==> config.mk <==
export PLATFORM = sky130hd
export DESIGN_NAME = fetch_pc_unit
export DESIGN_NICKNAME = d
export VERILOG_FILES = /design/src/rtl/fetch_pc_unit_pkg.sv /design/src/rtl/fetch_pc_unit_if_id_reg.sv /design/src/rtl/fetch_pc_unit.sv
export SDC_FILE = /design/constraint.sdc
export NUM_CORES = 1
export LEC_CHECK = 0
export CORE_UTILIZATION = 50
export CTS_CLUSTER_SIZE = 8
export DETAILED_ROUTE_END_ITERATION = 10
export HOLD_SLACK_MARGIN = 0.02
export PLACE_DENSITY = 0.86
export SLEW_MARGIN = 30
export SYNTH_ARGS = -nofsm -noshare
export SYNTH_HDL_FRONTEND = slang
export SYNTH_SLANG_ARGS = --single-unit
==> constraint.sdc <==
create_clock -name CLK -period 6.2 [get_ports CLK]
set_input_delay 1.24 -clock CLK [delete_from_list [all_inputs] [get_ports CLK]]
set_output_delay 1.24 -clock CLK [all_outputs]
set_load 0.02 [all_outputs]
==> src/rtl/fetch_pc_unit_pkg.sv <==
// rtl/fetch_pc_unit_pkg.sv - shared types and constants for the instruction-fetch PC unit
package fetch_pkg;

    localparam int WORD_W = 32;

    typedef enum logic [1:0] {
        IDLE  = 2'd0,
        FETCH = 2'd1,
        HOLD  = 2'd2
    } state_t;

    typedef enum logic [1:0] {
        RD_NONE = 2'd0,
        RD_BR   = 2'd1,
        RD_JMP  = 2'd2,
        RD_EXC  = 2'd3
    } redir_t;

endpackage

==> src/rtl/fetch_pc_unit_if_id_reg.sv <==
// rtl/fetch_pc_unit_if_id_reg.sv - IF/ID pipeline register with load enable and clear-valid
module if_id_reg
    import fetch_pkg::*;
(
    input  logic              i_clk,
    input  logic              i_rst_n,
    input  logic              i_load,
    input  logic              i_clr_valid,
    input  logic [WORD_W-1:0] i_pc,
    input  logic [WORD_W-1:0] i_pc4,
    input  logic [WORD_W-1:0] i_instr,
    output logic [WORD_W-1:0] o_pc,
    output logic [WORD_W-1:0] o_pc4,
    output logic [WORD_W-1:0] o_instr,
    output logic              o_valid
);

    logic [WORD_W-1:0] r_pc;
    logic [WORD_W-1:0] r_pc4;
    logic [WORD_W-1:0] r_instr;
    logic              r_valid;

    // Clear-valid wins over load so a flush can never be overwritten by a same-cycle fill
    always_ff @(posedge i_clk) begin
        if (!i_rst_n) begin
            r_pc    <= '0;
            r_pc4   <= '0;
            r_instr <= '0;
            r_valid <= 1'b0;
        end else if (i_clr_valid) begin
            r_valid <= 1'b0;
        end else if (i_load) begin
            r_pc    <= i_pc;
            r_pc4   <= i_pc4;
            r_instr <= i_instr;
            r_valid <= 1'b1;
        end
    end

    assign o_pc    = r_pc;
    assign o_pc4   = r_pc4;
    assign o_instr = r_instr;
    assign o_valid = r_valid;

endmodule

==> src/rtl/fetch_pc_unit.sv <==
// rtl/fetch_pc_unit.sv - PC register, next-PC select, stall buffer and fetch FSM
module fetch_pc_unit
    import fetch_pkg::*;
#(
    parameter logic [31:0] RESET_PC = 32'h0000_0000,
    parameter logic [31:0] EXC_PC   = 32'h0000_0080
) (
    input  logic        CLK,
    input  logic        RST_N,
    output logic [31:0] PC_OUT,
    input  logic [31:0] PC_PLUS4,
    input  logic        BR_TAKEN,
    input  logic [31:0] BR_TARGET,
    input  logic        JMP,
    input  logic [31:0] JMP_TARGET,
    input  logic        EXC,
    input  logic        STALL,
    output logic        IMEM_REQ,
    output logic [31:0] IMEM_ADDR,
    input  logic [31:0] IMEM_RDATA,
    input  logic        IMEM_ACK,
    output logic [31:0] IF_ID_PC,
    output logic [31:0] IF_ID_PC4,
    output logic [31:0] IF_ID_INSTR,
    output logic        IF_ID_VALID
);

    state_t            r_state;
    logic [WORD_W-1:0] r_pc;
    logic [WORD_W-1:0] r_buf;
    logic [WORD_W-1:0] r_buf_pc4;

    redir_t            w_redir_sel;
    logic [WORD_W-1:0] w_redir_target;
    logic              w_redirect;
    logic              w_load;
    logic              w_clr_valid;
    logic [WORD_W-1:0] w_ld_pc4;
    logic [WORD_W-1:0] w_ld_instr;

    // Redirect priority: exception, then jump, then branch
    always_comb begin
        w_redir_sel    = RD_NONE;
        w_redir_target = r_pc;
        if (EXC) begin
            w_redir_sel    = RD_EXC;
            w_redir_target = EXC_PC;
        end else if (JMP) begin
            w_redir_sel    = RD_JMP;
            w_redir_target = JMP_TARGET;
        end else if (BR_TAKEN) begin
            w_redir_sel    = RD_BR;
            w_redir_target = BR_TARGET;
        end
    end

    // Redirects only take effect once the FSM has left IDLE
    always_comb begin
        w_redirect = (r_state != IDLE) && (w_redir_sel != RD_NONE);
    end

    // IF/ID fill and flush control; HOLD replays the buffered word, FETCH forwards memory data
    always_comb begin
        w_load      = 1'b0;
        w_clr_valid = 1'b0;
        w_ld_pc4    = PC_PLUS4;
        w_ld_instr  = IMEM_RDATA;
        if (w_redirect) begin
            w_clr_valid = 1'b1;
        end else begin
            case (r_state)
                FETCH: begin
                    if (IMEM_ACK && !STALL) begin
                        w_load = 1'b1;
                    end else if (!IMEM_ACK && !STALL) begin
                        w_clr_valid = 1'b1;
                    end
                end
                HOLD: begin
                    w_ld_pc4   = r_buf_pc4;
                    w_ld_instr = r_buf;
                    if (!STALL) begin
                        w_load = 1'b1;
                    end
                end
                default: begin
                    w_load      = 1'b0;
                    w_clr_valid = 1'b0;
                end
            endcase
        end
    end

    // Fetch FSM with PC register and stall buffer
    always_ff @(posedge CLK) begin
        if (!RST_N) begin
            r_state   <= IDLE;
            r_pc      <= RESET_PC;
            r_buf     <= '0;
            r_buf_pc4 <= '0;
        end else begin
            case (r_state)
                IDLE: begin
                    r_state <= FETCH;
                end
                FETCH: begin
                    if (w_redirect) begin
                        r_pc    <= w_redir_target;
                        r_state <= FETCH;
                    end else if (IMEM_ACK && !STALL) begin
                        r_pc <= PC_PLUS4;
                    end else if (IMEM_ACK && STALL) begin
                        r_buf     <= IMEM_RDATA;
                        r_buf_pc4 <= PC_PLUS4;
                        r_state   <= HOLD;
                    end
                end
                HOLD: begin
                    if (w_redirect) begin
                        r_pc      <= w_redir_target;
                        r_buf     <= '0;
                        r_buf_pc4 <= '0;
                        r_state   <= FETCH;
                    end else if (!STALL) begin
                        r_pc    <= r_buf_pc4;
                        r_state <= FETCH;
                    end
                end
                default: begin
                    r_state <= IDLE;
                end
            endcase
        end
    end

    if_id_reg u_if_id_reg (
        .i_clk       (CLK),
        .i_rst_n     (RST_N),
        .i_load      (w_load),
        .i_clr_valid (w_clr_valid),
        .i_pc        (r_pc),
        .i_pc4       (w_ld_pc4),
        .i_instr     (w_ld_instr),
        .o_pc        (IF_ID_PC),
        .o_pc4       (IF_ID_PC4),
        .o_instr     (IF_ID_INSTR),
        .o_valid     (IF_ID_VALID)
    );

    assign PC_OUT    = r_pc;
    assign IMEM_ADDR = r_pc;
    assign IMEM_REQ  = (r_state == FETCH);

endmodule

==> results of run 1 <==
how the worst min path moves through the flow:
stage,startpoint,to,slack [ns],cells past startpoint
3_3_place_gp,r_buf[28]$_SDFFE_PN0P_,r_buf[28]$_SDFFE_PN0P_,0.44,2
5_1_grt,r_buf[14]$_SDFFE_PN0P_,r_buf[14]$_SDFFE_PN0P_,0.47,2
3_5_place_dp,r_buf[27]$_SDFFE_PN0P_,r_buf[27]$_SDFFE_PN0P_,0.45,2
4_1_cts,r_buf[12]$_SDFFE_PN0P_,r_buf[12]$_SDFFE_PN0P_,0.46,2
6_report,r_buf[12]$_SDFFE_PN0P_,r_buf[12]$_SDFFE_PN0P_,0.46,2
2_1_floorplan,r_buf[0]$_SDFFE_PN0P_,r_buf[0]$_SDFFE_PN0P_,0.43,2
cells by family (layout without fill, tap and decap cells):
group                    Yosys count  in the layout  synth area share, %
AO/OA/AOI/OAI                    304            304                 20.6
AND/OR/NAND/NOR                  302            302                 16.3
flip-flops                       195            195                 43.8
buffers and inverters            135            343                 7.63
multiplexers                      99             99                 11.1
adder cells (fa/ha/maj)            4              4                0.561
final cells by class:
| type | instances | area share (%) |
|---|---|---|
| timing repair buffer | 306 | 24.9 |
| inverter | 5 | 0.153 |
| clock inverter | 14 | 1.26 |
| sequential | 195 | 31.9 |
| clock buffer | 18 | 3.51 |
| multi-input combinational | 709 | 36.0 |
| tap | 225 | 2.30 |
synthesized netlist by cell type (4+ instances only):
master                     instances
sky130_fd_sc_hd__a21boi_0         35
sky130_fd_sc_hd__buf_6             4
sky130_fd_sc_hd__o21ai_0          66
sky130_fd_sc_hd__clkbuf_1         74
sky130_fd_sc_hd__nand4_1          31
sky130_fd_sc_hd__a32o_1           30
sky130_fd_sc_hd__o22ai_1          33
sky130_fd_sc_hd__ha_1              4
sky130_fd_sc_hd__buf_2            18
sky130_fd_sc_hd__a21oi_1          98
sky130_fd_sc_hd__buf_4            32
sky130_fd_sc_hd__o21ai_1          31
sky130_fd_sc_hd__nand2_1         193
sky130_fd_sc_hd__dfxtp_1         195
sky130_fd_sc_hd__mux2i_1          98
sky130_fd_sc_hd__inv_1             5
sky130_fd_sc_hd__nand3b_1         34
sky130_fd_sc_hd__nor2b_1          32
layout by cell type, fill, tap and decap left out, types with 2 or more instances in the layout:
cell type / count
sky130_fd_sc_hd__mux2i_1: 98
sky130_fd_sc_hd__a2bb2oi_1: 2
sky130_fd_sc_hd__clkdlybuf4s50_1: 295
sky130_fd_sc_hd__ha_1: 3
sky130_fd_sc_hd__nand3b_1: 34
sky130_fd_sc_hd__dfxtp_1: 195
sky130_fd_sc_hd__a21boi_0: 34
sky130_fd_sc_hd__clkinvlp_4: 3
sky130_fd_sc_hd__a21oi_1: 98
sky130_fd_sc_hd__clkinv_4: 3
sky130_fd_sc_hd__nor2_1: 2
sky130_fd_sc_hd__buf_4: 9
sky130_fd_sc_hd__clkinv_2: 2
sky130_fd_sc_hd__a32o_1: 30
sky130_fd_sc_hd__inv_1: 3
sky130_fd_sc_hd__buf_6: 2
sky130_fd_sc_hd__bufinv_16: 2
sky130_fd_sc_hd__o21ai_0: 65
sky130_fd_sc_hd__nand4_1: 31
sky130_fd_sc_hd__nand2_1: 192
sky130_fd_sc_hd__o22ai_1: 33
sky130_fd_sc_hd__clkbuf_16: 17
sky130_fd_sc_hd__o21ai_1: 31
sky130_fd_sc_hd__inv_6: 4
sky130_fd_sc_hd__nor2b_1: 32
flip-flops by register name, indices dropped and copies added, names as in the netlist:
signal / flops
u_if_id_reg.o_pc4: 32
u_if_id_reg.o_pc: 32
IMEM_ADDR: 32
u_if_id_reg.o_instr: 32
r_buf_pc4: 32
r_buf: 32
u_if_id_reg.o_valid: 1
r_state: 2
power by group through the flow:
stage	clock, mW	combinational (mW)	sequential [mW]
after detailed placement	0	1.54	1.70
after CTS	1.11	1.55	1.67
final	1.10	1.55	1.68
after floorplan	0	0.891	1.78
after global placement	0	1.52	1.69
after global routing	1.17	1.65	1.70
per-layer routing:
metal | share of wire [%] | vias to the layer above | track usage [%]
li1 | - | 4039 | -
met1 | 43 | 3845 | 35.3
met2 | 47 | 322 | 46.4
met3 | 7.4 | 49 | 5.84
met4 | 3.4 | 0 | 12.2
met5 | 0 | - | 0
worst max-delay path: stages:
cell,delay (ns)
sky130_fd_sc_hd__clkdlybuf4s50_1,0.51
sky130_fd_sc_hd__nor3_1,0.74
sky130_fd_sc_hd__o2111a_4,0.83
sky130_fd_sc_hd__buf_4,0.49
sky130_fd_sc_hd__nand2_1,0.13
sky130_fd_sc_hd__a21boi_0,0.21
==> results summary, run 1 <==
The net switching power came out at 1.57 mW. Setup violations remaining at the end of the flow were counted as 0. At the pin with the least slew margin, the transition time is 0.967 ns. The critical path required time is 6.55 ns. Entering global routing, the biggest net connects 121 pins. The worst register-to-register path ends at r_buf[22]$_SDFFE_PN0P_.

STA classifies the critical path endpoint as a flip-flop. The reg2reg setup slack came out at 3.01 ns. The post-place instance area came out at 0.0116 mm². The class of the tightest hold or removal check is flip-flop to flip-flop. The fraction of power consumed by combinational cells is 35.7%. The final setup TNS came out at 0 ns. The half-perimeter wire length after detailed placement came out at 18.1 mm. The via count came out at 8255. The flip-flop and latch count after synthesis came out at 195. The area of the multi-input gates is 0.00440 mm². The critical register-to-register path startpoint is r_state[0]$_SDFFE_PN0P_.

The relative area change from synthesis to final layout came out at 37.1%. The placed instance count is 1440. The count of cells resized by post-cts repair is 0. The area of the core region came out at 0.0174 mm². The number of failing hold endpoints at the final stage is 0. Measured in cells, the most critical reg-to-reg path has a length of 7. The total routing usage reported by global routing came out at 28.1%. The pre-CTS worst setup slack came out at 2.00 ns. The clock-pin transition on the worst setup and hold timing paths is 0.07 ns. The number of synthesis warnings came out at 0. Of the available clock period, the critical path in the final layout requires 62.0%.

The number of global-route vias before repair came out at 7704. The worst hold margin came out at 0.459 ns. CTS placed an instance of sky130_fd_sc_hd__clkbuf_16 at the clock tree root.

The x dimension of the die came out at 136 µm. In this run switching power makes up 36.4% of total power. The maximum resistive drop on vdd came out at 0.204 mV. The number of DRC markers after the initial detailed-route iteration is 591. The congestion estimate from routability-driven global placement came to 0.868.

Of the cells placed in the final design, the portion with a size suffix greater than 1 is 4.49%. The setup path with the least slack is of type primary input to flip-flop. The layout filler cell count is 1364. The later pin in the worst-skew pair is clocked with a latency of 0.44 ns. The placement row count is 48. The number of antenna violations at the first check in global routing is 0. The count of antenna-violating nets left after detailed routing came out at 0. The mean cell area of the mapped netlist came out at 8.58 µm². The clock arrives with 0.00781 ns of skew.

For this design, the CTS-stage hold fixing added 0 buffers. The most used flip-flop cell after synthesis is sky130_fd_sc_hd__dfxtp_1. The setup slack after layout is 2.35 ns. The total power of the final layout is 4.33 mW. The sequential fraction of design power came out at 38.8%. The flow ran to the end, and the final reports show no timing, DRC or antenna violations.

The final critical delay including setup and external delays came out at 3.85 ns. The number of enable flip-flop cells after synthesis came out at 0. In this run the tightest slew margin relative to its limit is 35.6%. The kind of start point of the critical path is a primary input. The synthesized design spends more area on one cell type than any other, namely sky130_fd_sc_hd__dfxtp_1.

The source of the critical timing path is JMP. The number of detailed-routing iterations run before antenna repair is 5. The net count of the mapped netlist is 1178. After synthesis, the netlist uses 41 different library cells. The number of non-filler instances in the completed layout is 1472. The power density normalized to cell area is 354 mW/mm².

Across the run, the number of max-cap violations was 0. TritonCTS built the clock tree. In this run the worst setup path terminates at u_if_id_reg.o_pc[8]$_SDFFE_PN0P_. The internal portion of the total power is 2.75 mW. The clock share of power is 25.5%. The die is 136 µm tall. The final count of pins violating max slew came out at 0. For this run, design rule violations remaining after detail routing come to 0. The highest net fanout along the worst path came out at 95. The final net count is 1373. Setup repair after global routing left no endpoint under its margin. For this configuration, the core starts out at a cell density of 51.4%.

The register area share after synthesis is 43.8%. The floorplan step defined a die boundary enclosing 0.0184 mm². The proportion of register bits with asynchronous set or reset after synthesis came out at 0%. The maximum operating frequency came out at 260 MHz. The number of buffers on the longest clock path came out at 2.

Yosys attributes the largest share of cell area to sky130_fd_sc_hd__dfxtp_1, sky130_fd_sc_hd__mux2i_1, sky130_fd_sc_hd__nand2_1. During placement, the flow inserted port buffers numbering 296. The gate count after technology mapping is 1039. The arrival time reported for the critical path endpoint is 4.20 ns. The antenna cell count is 0. The total area of sequential cells came out at 0.00390 mm². The total length of routed wires came out at 26.4 mm. The post-synthesis instance area is 0.00892 mm². The number of CTS-inserted buffers came out at 17. The area share of the leading cell type in the synthesized netlist came out at 43.8%. The final core utilization came out at 70.5%. Dividing the detail-routed wire length by the instance count gives 17.9 µm. The remaining global-route overflow is 0. The finished layout cell area is 0.0122 mm².

The first global-routing pass estimated 40.4 mm of wire. The number of H-tree levels came out at 4. The number of top-level pins is 297. Once the clock tree was built, the setup fixing pass inserted 0 buffers. Using the TritonRoute via totals, the vias-per-cell ratio works out to 5.61.

Clock tree synthesis found a total of 195 sinks. The reported leakage power came out at 4.78 nW.
No activity file was read; power rests on OpenSTA's default activity.
==> run 2: changes to the inputs <==
--- a/config.mk
+++ b/config.mk
@@ -5,11 +5,11 @@
 export SDC_FILE = /design/constraint.sdc
 export NUM_CORES = 1
 export LEC_CHECK = 0
-export CORE_UTILIZATION = 50
+export CORE_UTILIZATION = 42
 export CTS_CLUSTER_SIZE = 8
 export DETAILED_ROUTE_END_ITERATION = 10
 export HOLD_SLACK_MARGIN = 0.02
-export PLACE_DENSITY = 0.86
+export PLACE_DENSITY = 0.77
 export SLEW_MARGIN = 30
 export SYNTH_ARGS = -nofsm -noshare
 export SYNTH_HDL_FRONTEND = slang
==> constraint.sdc (replaced) <==
create_clock -name CLK -period 3.45 [get_ports CLK]
set_input_delay 0.69 -clock CLK [delete_from_list [all_inputs] [get_ports CLK]]
set_output_delay 0.69 -clock CLK [all_outputs]
set_load 0.02 [all_outputs]
==> results summary, run 2 (same netlist as run 1, synthesis figures left out) <==
The count of buffers from port buffering is 296 (unchanged). The placer congestion estimate came out at 0.823 (was 0.868). The final net count was 1381 (was 1373). The critical path class was flip-flop to output pin (was primary input to flip-flop). Unrepaired setup endpoints after global routing: false (unchanged). The highest cell delay on the worst timing path was 0.70 ns (was 0.83 ns). The number of setup violations in the final report is 0 (unchanged). The kind of start point of the critical path was a flip-flop (was primary input).

The final critical delay including setup and external delays is 2.66 ns. Derived from the worst setup path, the maximum achievable clock frequency is 376 MHz. The instance count on the critical path is 3 (was 6). The number of antenna violations at the first check in global routing came out at 1 (was 0). Status: completed (unchanged). The number of detailed-routing iterations run before antenna repair is 5 (unchanged).

The number of DRC markers after the initial detailed-route iteration came out at 470 (was 591). The reg2reg setup slack came to 1.07 ns (was 3.01 ns). The sequential fraction of design power came out at 38.4% (was 38.8%). The category of cells accounting for the largest share of critical-path delay is buffers and inverters (was compound AO/OA/AOI/OAI gates). The net switching power came out at 2.88 mW (was 1.57 mW). The clock share of power came to 25.4% (was 25.5%). The number of top-level pins came out at 297 (unchanged).

The critical path buffer and inverter count came out at 2 (unchanged). The area of the core region is 0.0205 mm² (was 0.0174 mm²). The average wire length per cell after detail routing came out at 17.6 µm (was 17.9 µm). The latest clock arrival within the worst-skew pair is 0.43 ns (was 0.44 ns). The relative area change from synthesis to final layout came out at 39.2% (was 37.1%). The most common cell after layout, fill and taps aside is sky130_fd_sc_hd__clkdlybuf4s50_1 (unchanged). The remaining global-route overflow was 0 (unchanged). The count of unresolved DRC violations after routing is 0 (unchanged).

The pre-CTS worst setup slack came out at 0.638 ns (was 2.00 ns). The via count is 8206 (was 8255). The reported leakage power came out at 4.86 nW (was 4.78 nW). The final critical path takes up 77.1% of the cycle. The worst hold margin is 0.456 ns (was 0.459 ns).

The layout cell share with drive strength beyond 1 came out at 4.86% (was 4.49%). The endpoint class of the critical path is an output pin (was flip-flop). The capturing instance or port of the critical path is IMEM_REQ (was u_if_id_reg.o_pc[8]$_SDFFE_PN0P_).

The number of failing hold endpoints at the final stage is 0 (unchanged). Highest-count cells in the layout ignoring fill and taps: sky130_fd_sc_hd__clkdlybuf4s50_1, sky130_fd_sc_hd__dfxtp_1, sky130_fd_sc_hd__nand2_1, sky130_fd_sc_hd__mux2i_1, sky130_fd_sc_hd__a21oi_1 (unchanged). The via density per instance came out at 5.38 (was 5.61). The transition time at the pin with the least slew margin came out at 0.719 ns (was 0.967 ns). The number of CTS-inserted buffers came out at 17 (unchanged). The worst clock skew is 0.0103 ns (was 0.00781 ns).

The global-route wire length before repair came out at 41.9 mm (was 40.4 mm). The final count of pins violating max slew came out at 0 (unchanged). The reported max-cap violation count came out at 0 (unchanged). The placement row count came to 52 (was 48).

The source of the critical timing path is r_state[1]$_SDFFE_PN0P_ (was JMP). The total number of clock tree sinks came out at 195 (unchanged). The chip height is 148 µm (was 136 µm). The number of buffers on the longest clock path came to 2 (unchanged). The count of cells resized by post-cts repair came out at 0 (unchanged). The clock root buffer was sky130_fd_sc_hd__clkbuf_16 (unchanged). The fraction of power consumed by combinational cells came to 36.2% (was 35.7%). The maximum resistive drop on vdd came out at 0.337 mV (was 0.204 mV).

The count of buffers added by post-CTS timing repair for setup is 0 (unchanged). The die outline area is 0.0218 mm² (was 0.0184 mm²). The library cell contributing the largest single delay on the critical path is sky130_fd_sc_hd__clkdlybuf4s50_1 (was sky130_fd_sc_hd__o2111a_4). The initial cell density of the core is 43.5% (was 51.4%). The number of cells on the worst reg-to-reg path came out at 7 (unchanged). The number of global-route vias before repair is 7614 (was 7704). Chain of cells forming the critical path: inv_1 -> ha_1 -> clkdlybuf4s50_1 (was clkdlybuf4s50_1 -> nor3_1 -> o2111a_4 -> buf_4 -> nand2_1 -> a21boi_0).

The count of hold-fix buffers inserted at cts came out at 0 (unchanged). The x dimension of the die came to 148 µm (was 136 µm). The total length of routed wires came out at 26.8 mm (was 26.4 mm). The normalized max-slew margin is 52.1% (was 35.6%). The count of antenna-violating nets left after detailed routing is 0 (unchanged). The critical path required time was 2.76 ns (was 6.55 ns).

The critical register-to-register path startpoint is r_state[0]$_SDFFE_PN0P_ (unchanged). The CTS tree is built (unchanged). The highest net fanout along the worst path came out at 9 (was 95).

The final setup TNS came out at 0 ns (unchanged). The arrival time reported for the critical path endpoint came to 1.97 ns (was 4.20 ns). The internal power consumption was 4.96 mW (was 2.75 mW). The end of the worst register-to-register path is r_buf[20]$_SDFFE_PN0P_ (was r_buf[22]$_SDFFE_PN0P_).

The class of the tightest hold or removal check is flip-flop to flip-flop (unchanged). The number of H-tree levels is 4 (unchanged). The half-perimeter wire length after detailed placement came out at 18.5 mm (was 18.1 mm). The total routing usage reported by global routing is 24.2% (was 28.1%). The setup slack after layout is 0.789 ns (was 2.35 ns). The switching part of the total is 36.7% (was 36.4%). The clock-pin transition on the worst setup and hold timing paths is 0.07 ns (about the same). The pin count of the biggest net entering global routing is 177 (was 121).

The power density normalized to cell area came out at 632 mW/mm² (was 354 mW/mm²).
-- run 2: final cells by class --
type | count | area (µm²)
clock inverters | 15 | 165
fillers | 1794 | 8070
inverters | 5 | 18.8
diodes | 1 | 2.50
repair buffers | 314 | 3170
well taps | 270 | 338
clock buffers | 17 | 425
flip-flops and latches | 195 | 3900
multi-input cells | 709 | 4390
-- run 2: how the worst min path moves through the flow --
| stage | from | end | cells after the start |
|---|---|---|---|
| 2_1_floorplan | r_buf[0]$_SDFFE_PN0P_ | r_buf[0]$_SDFFE_PN0P_ | 2 |
| 3_3_place_gp | r_buf[11]$_SDFFE_PN0P_ | r_buf[11]$_SDFFE_PN0P_ | 2 |
| 6_report | r_buf[24]$_SDFFE_PN0P_ | r_buf[24]$_SDFFE_PN0P_ | 2 |
| 5_1_grt | u_if_id_reg.o_pc[21]$_SDFFE_PN0P_ | u_if_id_reg.o_pc[21]$_SDFFE_PN0P_ | 2 |
| 3_5_place_dp | r_buf[25]$_SDFFE_PN0P_ | r_buf[25]$_SDFFE_PN0P_ | 2 |
| 4_1_cts | r_buf[9]$_SDFFE_PN0P_ | r_buf[9]$_SDFFE_PN0P_ | 2 |
-- run 2: per-stage QoR --
step	util, %	total power, mW	area, µm²	instances
2_1_floorplan	-	4.80	8920	1039
3_3_place_gp	57.7	5.83	11800	1493
3_5_place_dp	57.7	5.89	11800	1493
4_1_cts	60.6	7.88	12400	1525
5_1_grt	60.6	8.22	12400	1526
6_report	60.6	7.84	12400	1526
-- run 2: metal layers --
| metal | part of all wire [%] | GRT usage, % |
|---|---|---|
| met5 | 0 | 0 |
| met4 | 2.4 | 9.02 |
| met1 | 44 | 31.5 |
| met2 | 47 | 38.8 |
| met3 | 7.3 | 5.93 |
-- run 2: tightest hold or removal path, stage by stage (launching register included) --
cell and delay, ns:
sky130_fd_sc_hd__dfxtp_1 0.31, sky130_fd_sc_hd__nand2_1 0.05, sky130_fd_sc_hd__mux2i_1 0.05
-- run 2: power groups by stage --
stage	sequential [mW]	combinational [mW]	clock, mW
after global placement	3.04	2.79	0
after global routing	3.06	3.04	2.12
final	3.01	2.84	1.99
after CTS	3.01	2.85	2.03
after floorplan	3.19	1.60	0
after detailed placement	3.05	2.84	0
==> run 3: changes to the inputs <==
--- a/config.mk
+++ b/config.mk
@@ -5,11 +5,11 @@
 export SDC_FILE = /design/constraint.sdc
 export NUM_CORES = 1
 export LEC_CHECK = 0
-export CORE_UTILIZATION = 42
+export CORE_UTILIZATION = 46
 export CTS_CLUSTER_SIZE = 8
 export DETAILED_ROUTE_END_ITERATION = 10
 export HOLD_SLACK_MARGIN = 0.02
-export PLACE_DENSITY = 0.77
+export PLACE_DENSITY = 0.8
 export SLEW_MARGIN = 30
 export SYNTH_ARGS = -nofsm -noshare
 export SYNTH_HDL_FRONTEND = slang
==> constraint.sdc (replaced) <==
create_clock -name CLK -period 2.6 [get_ports CLK]
set_input_delay 0.52 -clock CLK [delete_from_list [all_inputs] [get_ports CLK]]
set_output_delay 0.52 -clock CLK [all_outputs]
set_load 0.02 [all_outputs]
==> results summary, run 3 (same netlist as run 1, synthesis figures left out) <==
The count of antenna-violating nets left after detailed routing came to 0 (unchanged). The count of unresolved DRC violations after routing is 0 (unchanged). The worst clock skew was 0.00922 ns (was 0.0103 ns).

The placement row count is 50 (was 52). The total number of clock tree sinks came to 195 (unchanged). The layout cell share with drive strength beyond 1 was 6.27% (was 4.86%). The via density per instance came to 5.49 (was 5.38). The placed instance count came out at 1503 (was 1493). The sequential fraction of design power is 37.1% (was 38.4%).

The power density normalized to cell area came out at 844 mW/mm² (was 632 mW/mm²). The number of detailed-routing iterations run before antenna repair came to 5 (unchanged). The number of CTS-inserted buffers is 17 (unchanged).

The number of buffers on the longest clock path came out at 2 (unchanged). The placer congestion estimate is 0.936 (was 0.823). Status: completed (unchanged). The kind of start point of the critical path is a flip-flop (unchanged). The critical path required time is 2.08 ns (was 2.76 ns). The maximum operating frequency came out at 402 MHz.

The count of buffers added by post-CTS timing repair for setup came out at 0 (unchanged). The internal power consumption is 6.93 mW (was 4.96 mW). The category of cells accounting for the largest share of critical-path delay is buffers and inverters (unchanged). The count of hold-fix buffers inserted at cts came to 0 (unchanged). The final cycle utilization of the critical path is 95.7%. The final setup TNS is 0 ns (unchanged). The chip height is 141 µm (was 148 µm). The number of global-route vias before repair came out at 7982 (was 7614). The library cell contributing the largest single delay on the critical path is sky130_fd_sc_hd__clkdlybuf4s50_1 (unchanged). Chain of cells forming the critical path: inv_1 -> ha_1 -> clkdlybuf4s50_1 (unchanged).

The post-place instance area was 0.0121 mm² (was 0.0118 mm²). The fraction of power consumed by combinational cells was 37.0% (was 36.2%). The remaining global-route overflow is 0 (unchanged). The final critical delay including setup and external delays came out at 2.49 ns. The CTS tree is built (unchanged). The total length of routed wires is 27.2 mm (was 26.8 mm). The clock share of power is 25.8% (was 25.4%).

The highest cell delay on the worst timing path came out at 0.70 ns (about the same). The final net count was 1401 (was 1381). The reported leakage power came out at 5.03 nW (was 4.86 nW). The half-perimeter wire length after detailed placement was 19.3 mm (was 18.5 mm). The maximum resistive drop on vdd came out at 0.492 mV (was 0.337 mV). The most common cell after layout, fill and taps aside is sky130_fd_sc_hd__clkdlybuf4s50_1 (unchanged). The die outline area is 0.0200 mm² (was 0.0218 mm²). The arrival time reported for the critical path endpoint came out at 1.97 ns (about the same). The count of buffers from port buffering is 296 (unchanged). The switching part of the total came out at 35.6% (was 36.7%). The via count is 8433 (was 8206). The critical path buffer and inverter count came to 2 (unchanged). The count of cells resized by post-cts repair came out at 0 (unchanged). The final count of pins violating max slew is 0 (unchanged). The average wire length per cell after detail routing is 17.7 µm (was 17.6 µm). The initial cell density of the core is 47.4% (was 43.5%). The clock root buffer was sky130_fd_sc_hd__clkbuf_16 (unchanged). The latest clock arrival within the worst-skew pair is 0.44 ns (was 0.43 ns). The clock-pin transition on the worst setup and hold timing paths came out at 0.07 ns (about the same). The number of failing hold endpoints at the final stage is 0 (unchanged).

The finished layout cell area came out at 0.0128 mm² (was 0.0124 mm²). Unrepaired setup endpoints after global routing: false (unchanged). The reported max-cap violation count is 0 (unchanged). The total routing usage reported by global routing is 27.1% (was 24.2%). The net switching power is 3.83 mW (was 2.88 mW).

The endpoint class of the critical path is an output pin (unchanged). The normalized max-slew margin is 61.0% (was 52.1%). The area of the core region was 0.0188 mm² (was 0.0205 mm²). The highest net fanout along the worst path came to 9 (unchanged).

The number of antenna violations at the first check in global routing came to 1 (unchanged). The transition time at the pin with the least slew margin came out at 0.569 ns (was 0.719 ns). The total power of the final layout came out at 10.8 mW (was 7.84 mW). The number of H-tree levels was 4 (unchanged). The relative area change from synthesis to final layout is 43.0% (was 39.2%).

The critical path class is flip-flop to output pin (unchanged). The number of setup violations in the final report is 0 (unchanged). The global-route wire length before repair came out at 42.7 mm (was 41.9 mm).

The class of the tightest hold or removal check is primary input to flip-flop (was flip-flop to flip-flop). Highest-count cells in the layout ignoring fill and taps: sky130_fd_sc_hd__clkdlybuf4s50_1, sky130_fd_sc_hd__dfxtp_1, sky130_fd_sc_hd__nand2_1, sky130_fd_sc_hd__mux2i_1, sky130_fd_sc_hd__a21oi_1 (unchanged). The number of non-filler instances in the completed layout was 1536 (was 1526).

The pin count of the biggest net entering global routing came out at 113 (was 177). The number of top-level pins is 297 (unchanged). The number of DRC markers after the initial detailed-route iteration came out at 619 (was 470).

The final core utilization is 67.7% (was 60.6%). The x dimension of the die came out at 141 µm (was 148 µm).
run 3: cell count changes in the layout (fill, tap and decap cells not counted), sizes merged:
cell	previous run	this run
clkbuf	17	18
buf	19	39
clkinvlp	0	2
clkinv	6	3
inv	13	11
bufinv	1	3
run 3: worst paths after layout:
| check | startpoint | end | slack, ns | depth (start not counted) |
|---|---|---|---|---|
| worst max-delay path | r_state[1]$_SDFFE_PN0P_ | IMEM_REQ | 0.11 | 3 |
| worst min-delay path | RST_N | r_buf_pc4[22]$_SDFFE_PN0P_ | 0.41 | 3 |
| worst max register to register | r_state[0]$_SDFFE_PN0P_ | r_buf_pc4[7]$_SDFFE_PN0P_ | 0.27 | 7 |
| worst min register to register | u_if_id_reg.o_pc[3]$_SDFFE_PN0P_ | u_if_id_reg.o_pc[3]$_SDFFE_PN0P_ | 0.46 | 2 |
run 3: routing by layer:
layer / wire, µm / part of all wire, % / global-route usage [%]
met5: 0 / 0 / 0
met4: 799 / 2.9 / 11.2
met3: 2080 / 7.6 / 6.65
met2: 12700 / 46 / 43.8
met1: 11700 / 43 / 34.6
run 3: tightest hold or removal path: cells and delay by family:
kind            cells  cell delay, ns
simple gates        1            0.08
buf+inv             1            0.14
compound gates      1            0.05
run 3: final cells by class:
type	count	area [µm²]
diodes	1	2.50
clock buffers	18	429
clock inverters	14	191
fillers	1515	6080
inverters	5	18.8
multi-input cells	709	4380
flip-flops and latches	195	3900
well taps	260	325
repair buffers	334	3500
run 3: stage by stage:
step / setup slack [ns] / hold slack, ns
6_report: 0.112 / 0.407
5_1_grt: 0.0733 / 0.407
4_1_cts: 0.0987 / 0.391
3_5_place_dp: 0.0151 / 0.447
3_3_place_gp: 0.0481 / 0.442
2_1_floorplan: 0.612 / 0.434
run 3: power groups by stage:
stage                     logic, mW  clock network (mW)  registers [mW]
final                          3.98                2.78            4.00
after global routing           4.25                2.93            4.07
after CTS                      3.99                2.81            3.99
after detailed placement       3.97                   0            4.04
after global placement         3.89                   0            4.03
after floorplan                2.13                   0            4.24
